===== src/rtl/id_stage_pkg.sv =====
// id_stage_pkg: opcode constants, instruction field positions and decode helpers shared by ID and EX
package id_stage_pkg;

    localparam int DATA_W = 8;

    localparam logic [3:0] ALU_ADD = 4'd0;
    localparam logic [3:0] ALU_SUB = 4'd1;
    localparam logic [3:0] ALU_SHL = 4'd2;
    localparam logic [3:0] ALU_AND = 4'd3;
    localparam logic [3:0] ALU_OR  = 4'd4;
    localparam logic [3:0] ALU_XOR = 4'd5;
    localparam logic [3:0] OP_LI   = 4'd6;
    localparam logic [3:0] OP_NOP  = 4'd7;

    localparam int OP_MSB  = 15;
    localparam int OP_LSB  = 12;
    localparam int RD_MSB  = 11;
    localparam int RD_LSB  = 10;
    localparam int RS1_MSB = 9;
    localparam int RS1_LSB = 8;
    localparam int RS2_MSB = 7;
    localparam int RS2_LSB = 6;
    localparam int IMM_MSB = 7;
    localparam int IMM_LSB = 0;

    // ALU ops and LI produce an execute-stage op; NOP and the upper half do not
    function automatic logic produces_op(input logic [3:0] op);
        return op <= OP_LI;
    endfunction

    // The whole upper opcode half is reserved
    function automatic logic is_illegal(input logic [3:0] op);
        return op[3];
    endfunction

endpackage


===== src/rtl/id_regfile.sv =====
// id_regfile: 4-entry register file, one write port, two read ports with same-cycle write-through
module id_regfile
    import id_stage_pkg::*;
#(
    parameter int                DATA_W     = 8,
    parameter logic [DATA_W-1:0] RF_RST_VAL = '0
) (
    input  logic              clk,
    input  logic              rst,
    input  logic              wb_en,
    input  logic [1:0]        wb_rd,
    input  logic [DATA_W-1:0] wb_data,
    input  logic [1:0]        ra1,
    input  logic [1:0]        ra2,
    output logic [DATA_W-1:0] rd1,
    output logic [DATA_W-1:0] rd2
);

    logic [DATA_W-1:0] mem [4];

    // Write port: updates regardless of pipeline stall or flush
    always_ff @(posedge clk or posedge rst) begin
        if (rst) begin
            for (int i = 0; i < 4; i++) mem[i] <= RF_RST_VAL;
        end else if (wb_en) begin
            mem[wb_rd] <= wb_data;
        end
    end

    assign rd1 = (wb_en && wb_rd == ra1) ? wb_data : mem[ra1];
    assign rd2 = (wb_en && wb_rd == ra2) ? wb_data : mem[ra2];

endmodule


===== src/rtl/id_stage.sv =====
// id_stage: decode/operand fetch with EX/WB forwarding and a registered valid/ready ID/EX boundary
module id_stage
    import id_stage_pkg::*;
#(
    parameter int                DATA_W     = 8,
    parameter logic [DATA_W-1:0] RF_RST_VAL = '0
) (
    input  logic              clk,
    input  logic              rst,
    input  logic              in_valid,
    output logic              in_ready,
    input  logic [15:0]       in_instr,
    input  logic              flush,
    input  logic              wb_en,
    input  logic [1:0]        wb_rd,
    input  logic [DATA_W-1:0] wb_data,
    input  logic              ex_fwd_en,
    input  logic [1:0]        ex_fwd_rd,
    input  logic [DATA_W-1:0] ex_fwd_data,
    output logic              out_valid,
    input  logic              out_ready,
    output logic [3:0]        out_opcode,
    output logic [DATA_W-1:0] out_a,
    output logic [DATA_W-1:0] out_b,
    output logic [1:0]        out_rd,
    output logic              illegal_op
);

    logic [3:0]        op;
    logic [1:0]        rd;
    logic [1:0]        rs1;
    logic [1:0]        rs2;
    logic [DATA_W-1:0] imm;
    logic [DATA_W-1:0] rf_a;
    logic [DATA_W-1:0] rf_b;
    logic [DATA_W-1:0] nxt_a;
    logic [DATA_W-1:0] nxt_b;
    logic [3:0]        nxt_op;
    logic              accept;
    logic              load;

    assign op  = in_instr[OP_MSB:OP_LSB];
    assign rd  = in_instr[RD_MSB:RD_LSB];
    assign rs1 = in_instr[RS1_MSB:RS1_LSB];
    assign rs2 = in_instr[RS2_MSB:RS2_LSB];
    assign imm = DATA_W'(in_instr[IMM_MSB:IMM_LSB]);

    assign in_ready = !out_valid || out_ready;
    assign accept   = in_valid && in_ready && !flush;
    assign load     = accept && produces_op(op);

    id_regfile #(
        .DATA_W     (DATA_W),
        .RF_RST_VAL (RF_RST_VAL)
    ) u_rf (
        .clk     (clk),
        .rst     (rst),
        .wb_en   (wb_en),
        .wb_rd   (wb_rd),
        .wb_data (wb_data),
        .ra1     (rs1),
        .ra2     (rs2),
        .rd1     (rf_a),
        .rd2     (rf_b)
    );

    // Operand select: EX result beats the RF path, which already carries the WB write-through
    always_comb begin
        nxt_op = (op == OP_LI) ? ALU_ADD : op;
        nxt_a  = (op == OP_LI) ? imm
               : (ex_fwd_en && ex_fwd_rd == rs1) ? ex_fwd_data : rf_a;
        nxt_b  = (op == OP_LI) ? '0
               : (ex_fwd_en && ex_fwd_rd == rs2) ? ex_fwd_data : rf_b;
    end

    // ID/EX register: flush clears valid, accept reloads, a stall holds every field
    always_ff @(posedge clk or posedge rst) begin
        if (rst) begin
            out_valid  <= 1'b0;
            out_opcode <= '0;
            out_a      <= '0;
            out_b      <= '0;
            out_rd     <= '0;
            illegal_op <= 1'b0;
        end else begin
            out_valid  <= flush ? 1'b0 : accept ? produces_op(op) : out_valid && !out_ready;
            illegal_op <= accept && is_illegal(op);
            if (load) begin
                out_opcode <= nxt_op;
                out_a      <= nxt_a;
                out_b      <= nxt_b;
                out_rd     <= rd;
            end
        end
    end

endmodule


===== config.mk =====
export PLATFORM = sky130hd
export DESIGN_NAME = id_stage
export DESIGN_NICKNAME = d
export VERILOG_FILES = /design/src/rtl/id_stage_pkg.sv /design/src/rtl/id_regfile.sv /design/src/rtl/id_stage.sv
export SDC_FILE = /design/constraint.sdc
export NUM_CORES = 1
export LEC_CHECK = 0
export ABC_CLOCK_PERIOD_IN_PS = 1800
export CAP_MARGIN = 0
export CORE_UTILIZATION = 46
export DETAILED_ROUTE_END_ITERATION = 8
export PLACE_DENSITY = 0.83
export SETUP_SLACK_MARGIN = 0.2
export SLEW_MARGIN = 5
export SYNTH_ARGS = -nofsm -noshare
export SYNTH_HDL_FRONTEND = slang
export SYNTH_SLANG_ARGS = --single-unit

===== constraint.sdc =====
create_clock -name clk -period 1.8 [get_ports clk]
set_clock_uncertainty 0.1 [all_clocks]
set_input_delay 0.36 -clock clk [delete_from_list [all_inputs] [get_ports clk]]
set_output_delay 0.36 -clock clk [all_outputs]
set_load 0.05 [all_outputs]

* Word-level counts from Yosys, hierarchy flattened
Index checks and enable logic that the tools add are counted. Widths: inputs -> output; s select.
Storage, ports and cells: bits in registers 56, output and inout port bits 25, bits of input ports 43
Operators by class: eq/ne operators 5, magnitude comparators 5, reduce and logical (&&, ||, !) cells 14, mux-type cells 18, bitwise gates (word level) 3
Operators by type and width (count):
- $mux 8 | 11
- $bmux 8 s2 | 2
- $bwmux 32 | 1
- $demux 8 s2 | 1
- $logic_and 1x1->1 | 10
- $ge 3x3->1 const B | 3
- $not 2->3 | 3
- $eq 2x2->1 | 4
- $eq 4x3->1 const B | 1
- $le 4x3->1 const B | 1
- $mux 4 | 1
- $logic_not 1->1 | 3
- $lt 3x1->1 const B | 1
- $mux 1 | 2
- $logic_or 1x1->1 | 1

* Longest topological paths before layout
Gate-level depths: netlist of run 1.
depth in word-level cells 7, gate-level depth with buffers 6

* Hierarchy
From an unflattened synthesis of run 1, not the netlist that was laid out.
Second synthesis, totals: cell total of the unflattened synthesis 216, area, all modules 3154.3 µm²
By module, submodules not included:
- id_regfile | times used 1, seq. area each 800.8 µm², cells an instance 114, area an instance 1966.9 µm²
- id_stage | times used 1, seq. area each 600.6 µm², cells an instance 102, area an instance 1187.4 µm²

* Least setup slack after synthesis of run 1
OpenSTA, ideal clock, no wires.
path kind register to register, from register out_valid, to register out_b[0], arrival 2257 ps, clock period less this slack 2483 ps, buffers on the path 2, cell stages (with the launch flop) 7, setup time 126 ps, setup slack -683 ps, cells stage by stage dfrtp_1 -> nand2b_1 -> clkbuf_1 -> nand4b_1 -> clkbuf_1 -> and2_1 -> a221o_1
Between the ends: longest elaborated chain between the ends 5
Ends and longest elaborated chain:
- from (decl) | line id_stage.sv:20 | output logic out_valid,
- from (signal assigned) | line id_stage.sv:86 | out_valid <= flush ? 1'b0 : accept ? produces_op(op) : out_valid && !out_ready;
- $logic_not 1->1 | line id_stage.sv:48 | assign in_ready = !out_valid || out_ready;
- $logic_or 1x1->1 | line id_stage.sv:48
- net in_ready | line id_stage.sv:11 | output logic in_ready,
- $logic_and 1x1->1 (2 in a row) | line id_stage.sv:49 | assign accept = in_valid && in_ready && !flush;
- $logic_and 1x1->1 | line id_stage.sv:50 | assign load = accept && produces_op(op);
- to (signal assigned) | line id_stage.sv:91 | out_b <= nxt_b;
- to (decl) | line id_stage.sv:24 | output logic [DATA_W-1:0] out_b,
The timed path passes the listed nets, and every way through them passes these cells. A chain may end at the register's enable or synchronous reset.

* Final worst setup path of run 1
from register u_rf.mem[1] in the netlist's numbering, to register out_a[1]
Between the ends: longest elaborated chain between the ends 6
Ends and longest elaborated chain:
- from (decl) | line id_regfile.sv:19 | logic [DATA_W-1:0] mem [4];
- from (signal, indexed assignment) | line id_regfile.sv:26 | mem[wb_rd] <= wb_data;
- $bmux 8 s2 | line id_regfile.sv:30 | assign rd1 = (wb_en && wb_rd == ra1) ? wb_data : mem[ra1];
- $mux 8 (not written as such) (2 in a row) | line id_regfile.sv:30
- $mux 8 | line id_regfile.sv:30
- $mux 8 | line id_stage.sv:71 | : (ex_fwd_en && ex_fwd_rd == rs1) ? ex_fwd_data : rf_a;
- $mux 8 | line id_stage.sv:70 | nxt_a = (op == OP_LI) ? imm
- to (signal assigned) | line id_stage.sv:90 | out_a <= nxt_a;
- to (decl) | line id_stage.sv:23 | output logic [DATA_W-1:0] out_a,
Every way passes these cells. The select of a mux whose other input is x is not followed.

==> out/metrics.cfg, run 1 <==
[synthesis]
synth_nets=291
synthMuxAreaShare=0.270
synth_top_family_by_area=multiplexers
synth.most_common_cell=dfrtp_1
ys.warnings.count=0
synth_area_sq_mm=0.00310
synth_xor_xnor_area_share=0.0331
yosys.area_share.simple=0.109
synth_compound_area_frac=0.0981
synth.distinct_cells=33
syn_inst=248
synthFlopType=dfrtp_1
ys_ff_latch=56
yosysSeqAreaShare=0.452
synth_area_leader_cell=dfrtp_1
synth_area_leaders=dfrtp_1, mux2_2, mux4_2
synth_common_cells=dfrtp_1, mux2_2, nand2_1
synth_enable_flop_cells=0
syn_area_per_cell_sq_um=12.5
synth-async-reset-ratio=1.00
synthAdderAreaFrac=0
yosysTopAreaCellShare=0.452

[global_route]
antenna_found_initial=0
grt_pass1_vias=2934
track_usage=0.284
grt_pass1_wl_microns=15200
grt_max_degree=57
grt_overflow=0

[worst_setup_path]
crit_start=u_rf.mem[1]
worstPathMaxFanout=3
worstSetupPathType=reg -> reg
r2r_start=u_rf.mem[1]
cp_data_arrival_time_ns=1.86
cp-end-kind=flip-flop
startpoint_type=flip-flop
cp.required_ns=1.92

[cts]
htreeDepth=2
cts.path.max_buffers=2
numCtsBuffers=5
cts_tree=yes
cts_sinks=56
ctsHoldBuffers=0
clk_latency_ns=0.33
cts-root-buf=clkbuf_8
clk_pin_slew_ns=0.12

[floorplanning]
std_cell_rows=29
core_region_area_sq_mm=0.00642
initial_core_util=0.482
fp.dieH_microns=84.1
die_area_sq_mm=0.00707
io_pins=68
die_x_microns=84.1

[final_layout]
fillCellCount=409
final_layout_size_suffix_gt1_frac=0.473
final_cell_area_sq_mm=0.00463
nNetsFinal=414
area_delta_synth_final_pct=49.6
antenna_cells=0

[sta]
finalSetupViolCount=0
hold_viol=0
fin_ws_ns=0.0677
worst_pin_slew_ns=0.361
max_freq_mhz=577
fin_crit_sh=0.962
max_slew_margin=0.758
rsz0062_at_grt=yes
period_needed_ns=1.73
drv_slew=0

[route]
drtIter0Drc=222
vias=2750
firstDrtPassIters=7
routed_wl_microns=9530
ant_nets=0
drc=19
post_drt_wl_per_cell_microns=21.2
drt-vias-per-instance=6.12

[power_and_ir_drop]
pwr-share-clk=0.175
p_total_uw=4310
p_switching_uw=1600
ir_drop_uv=388
combPwrFrac=0.422
seqPwrFrac=0.403
p_leak_uw=0.00213
intPower_uw=2710
switching_share=0.372
p_per_area_mw_per_mm2=931

[placed_design]
hpwl_microns=5850
gp_congestion=0.788
portBuffers=67
placed_area_sq_mm=0.00418
post-place-ws_ns=-0.633

[status]
status=finished with violations
violations=DRC

[min_path]
worstHoldPathType=in -> async

[run]
max_cap_violations=0

## placed cells by master, fill, tap and decap left out, types with 8 or more instances in the layout
| cell | n |
|---|---|
| buf_12 | 9 |
| mux2_4 | 8 |
| mux4_2 | 15 |
| a221o_1 | 15 |
| a21oi_1 | 8 |
| nor2_1 | 8 |
| inv_1 | 8 |
| buf_4 | 70 |
| clkdlybuf4s50_1 | 26 |
| dfrtp_1 | 55 |
| mux2_2 | 34 |
| dlygate4sd2_1 | 10 |
| nand2_1 | 17 |
## worst paths after layout
| kind | to | slack, ns | depth (start not counted) |
|---|---|---|---|
| hold / removal | out_opcode[2] | 0.33 | 3 |
| min in group clk | out_valid | 0.34 | 2 |
| setup / recovery | out_a[1] | 0.07 | 3 |
| hold reg to reg | out_opcode[3] | 0.40 | 1 |
| setup reg to reg | out_a[1] | 0.07 | 3 |
| max in group asynchronous | u_rf.mem[31] | 0.98 | 3 |
## routing by layer
metal  GRT usage  routed length, microns  vias to the layer above
met5           0                       0                        -
met4       0.141                     437                        0
met3      0.0613                     765                       47
met2       0.489                    4700                      166
met1       0.335                    3620                     1362
li1            -                       -                     1175
## kinds of logic after synthesis
group	count (synthesis)
AO/OA/AOI/OAI	38
XOR/XNOR	10
buffers and inverters	24
flip-flops	56
multiplexers	58
AND/OR/NAND/NOR	62
## worst max-delay path: stages (launching register included)
cell and delay (ns):
dfrtp_1 0.43, mux4_2 0.52, a211o_1 0.29, a221o_1 0.29
## metrics by stage
step                      std cells  hold slack (ns)  utilization  setup TNS [ns]
after floorplan                 248            0.340            -         -0.0969
after global placement          417            0.372        0.650          -12.10
after detailed placement        417            0.379        0.650          -13.73
after CTS                       446            0.341        0.717               0
after global routing            449            0.348        0.721        -0.00214
final                           449            0.332        0.721               0
## power by group through the flow
stage / registers, uW / clock network (uW) / logic (uW)
6_report: 1740 / 755 / 1820
5_1_grt: 1760 / 812 / 1900
4_1_cts: 1720 / 755 / 1760
3_5_place_dp: 1740 / 0 / 1660
3_3_place_gp: 1720 / 0 / 1610
2_1_floorplan: 2130 / 0 / 683
## state kept, by name, summed over array words and instances (netlist names)
name	cells
out_valid	1
u_rf.mem	32
illegal_op	1
out_opcode	4
out_a	8
out_b	8
out_rd	2
## area by class of cell
type | count | area (sq um) | area share
clock buffer | 5 | 68.8 | 0.0149
clock inverter | 3 | 28.8 | 0.00621
inverter | 9 | 37.5 | 0.00810
multi-input combinational | 168 | 1710 | 0.369
sequential | 56 | 1400 | 0.303
tap | 77 | 96.3 | 0.0208
timing repair buffer | 131 | 1290 | 0.278
## timing repair
item / CTS / global route
pin swaps: 15 / 0
endpoints found under the setup margin: 28 / 18
setup buffers: 16 / 3
resized for setup: 54 / 2
cloned: 5 / 0
(Power assumes the default switching activity.)
==> run 2, diff against run 1 <==
--- a/config.mk
+++ b/config.mk
@@ -5,7 +5,6 @@
 export SDC_FILE = /design/constraint.sdc
 export NUM_CORES = 1
 export LEC_CHECK = 0
-export ABC_CLOCK_PERIOD_IN_PS = 1800
 export CAP_MARGIN = 0
 export CORE_UTILIZATION = 46
 export DETAILED_ROUTE_END_ITERATION = 8
==> results of run 2 <==
No change in the layout: final DEF, timing and power equal those of run 1.
==> run 3, diff against run 2 <==
--- a/config.mk
+++ b/config.mk
@@ -6,6 +6,7 @@
 export NUM_CORES = 1
 export LEC_CHECK = 0
 export CAP_MARGIN = 0
+export CORE_ASPECT_RATIO = 1.2
 export CORE_UTILIZATION = 46
 export DETAILED_ROUTE_END_ITERATION = 8
 export PLACE_DENSITY = 0.83
==> out/metrics.cfg, run 3 (synthesis results as in run 1) <==
[sta]
fin_crit_sh=0.937  ; -0.0250
max_freq_mhz=593  ; +2.7%
drv_slew=0  ; unchanged
fin_ws_ns=0.113  ; +0.0450 ns
finalSetupViolCount=0  ; unchanged
worst_pin_slew_ns=0.355  ; -0.00553 ns
period_needed_ns=1.69  ; -0.0450 ns
max_slew_margin=0.763  ; +0.00528
hold_viol=0  ; unchanged
rsz0062_at_grt=yes

[run]
max_cap_violations=0  ; unchanged

[worst_setup_path]
crit_buf_inv=2  ; +2
worstSetupPathType=reg -> reg
cp.required_ns=1.92  ; about the same
cp_cell_sequence=nand2b_4, nand4b_1, buf_6, buf_12, and2_1, a221o_1
critical_path.max_stage_delay_ns=0.44  ; -0.08 ns
cp_top_family=simple AND/OR/NAND/NOR gates
worstPathMaxFanout=7  ; +4
cp_data_arrival_time_ns=1.81  ; -0.05 ns
startpoint_type=flip-flop
cp-end-kind=flip-flop
critPathSlowestCell=dfrtp_2

[final_layout]
final_cell_mix=buf_4, dfrtp_1, mux2_2
finalCoreUtilization=0.707  ; -0.0140
area_delta_synth_final_pct=48.1
largest_reg_flops=32  ; unchanged
final_layout_size_suffix_gt1_frac=0.466  ; -0.00736
final_cells=450  ; +0.22%
antenna_cells=0  ; unchanged
largest_register=u_rf.mem
final_cell_area_sq_mm=0.00459  ; -0.97%
fillCellCount=395  ; -3.4%
reg_top3=u_rf.mem x32, out_a x8, out_b x8
nNetsFinal=407  ; -1.7%
final_common_cell=buf_4

[floorplanning]
initial_core_util=0.478  ; -0.00475
fp.dieH_microns=91.9  ; +9.3%
die_area_sq_mm=0.00707  ; about the same
std_cell_rows=32  ; +10%
core_region_area_sq_mm=0.00649  ; +0.99%
die_x_microns=76.9  ; -8.5%
io_pins=68  ; unchanged

[route]
drc=0  ; -19
post_drt_wl_per_cell_microns=20.2  ; -5.0%
drtIter0Drc=173  ; -22%
drt-vias-per-instance=6.00  ; -2.0%
firstDrtPassIters=5  ; -2
ant_nets=0  ; unchanged
routed_wl_microns=9070  ; -4.8%
vias=2702  ; -1.7%

[power_and_ir_drop]
ir_drop_uv=683  ; +76%
p_leak_uw=0.00209  ; -1.9%
p_per_area_mw_per_mm2=932  ; about the same
p_total_uw=4270  ; -0.89%

[global_route]
grt_pass1_vias=2795  ; -4.7%
grt_overflow=0  ; unchanged
grt_pass1_wl_microns=14100  ; -7.4%
antenna_found_initial=0  ; unchanged
grt_max_degree=57  ; unchanged
track_usage=0.259  ; -0.0251

[cts]
cts.path.max_buffers=2  ; unchanged
cts_sinks=56  ; unchanged
htreeDepth=2  ; unchanged
clk_latency_ns=0.32  ; about the same
clk_pin_slew_ns=0.11  ; about the same
ctsHoldBuffers=0  ; unchanged
cts_tree=yes
numCtsBuffers=5  ; unchanged
cts-root-buf=clkbuf_8

[placed_design]
hpwl_microns=5860  ; about the same
placed_area_sq_mm=0.00422  ; +0.96%
post-place-ws_ns=-0.623  ; +0.00946 ns
portBuffers=67  ; unchanged
placed_cells=429  ; +2.9%
gp_congestion=0.813  ; +3.2%

[status]
status=finished clean

[min_path]
worstHoldPathType=in -> async

[run 3: timing repair]
action / 4_1_cts / 5_1_grt
pin swaps: 15 / 4
endpoints found under the setup margin: 51 / 18
cloned: 4 / 0
gates resized for setup: 48 / 5
setup buffers: 8 / 1
hold endpoints to repair: 0 / 0
[run 3: layout make-up]
| type | instances | area, sq um | share of cell area |
|---|---|---|---|
| clock buffers | 5 | 68.8 | 0.0150 |
| clock inverters | 3 | 26.3 | 0.00573 |
| inverters | 9 | 37.5 | 0.00818 |
| multi-input cells | 168 | 1720 | 0.375 |
| flip-flops and latches | 56 | 1400 | 0.306 |
| well taps | 85 | 106 | 0.0232 |
| repair buffers | 124 | 1230 | 0.267 |
[run 3: power by group]
part | internal, uW | leakage (uW) | switching [uW]
Clock | 288 | 0.0000491 | 463
Combinational | 872 | 0.00136 | 916
Sequential | 1520 | 0.000678 | 211
[run 3: path summary, 6_finish.rpt]
check,from,endpoint,slack [ns],cells after the start
setup / recovery,out_valid,out_b[2],0.11,6
hold / removal,rst,out_opcode[0],0.35,3
setup reg to reg,out_valid,out_b[2],0.11,6
hold reg to reg,out_opcode[3],out_opcode[3],0.41,1
max in group asynchronous,rst,u_rf.mem[23],0.97,3
min in group clk,out_opcode[3],out_opcode[3],0.41,1
[run 3: metal layers]
layer	global-route usage	share of wire
met1	0.291	0.37
met2	0.474	0.53
met3	0.0338	0.065
met4	0.133	0.028
met5	0	0
[run 3: worst reg2reg max path: cells and delay by family, from the launching register on]
family                 cells  cell delay (ns)
and+or+nand+nor            3             0.45
DFF                        1             0.44
buffers and inverters      2             0.33
AOI/OAI and AO/OA          1             0.26
[run 3: stage by stage]
step	setup TNS [ns]	hold slack, ns
CTS	0	0.329
finish	0	0.349
global route	0	0.402
global placement	-14.00	0.373
floorplan	-0.0969	0.340
detailed placement	-15.61	0.377
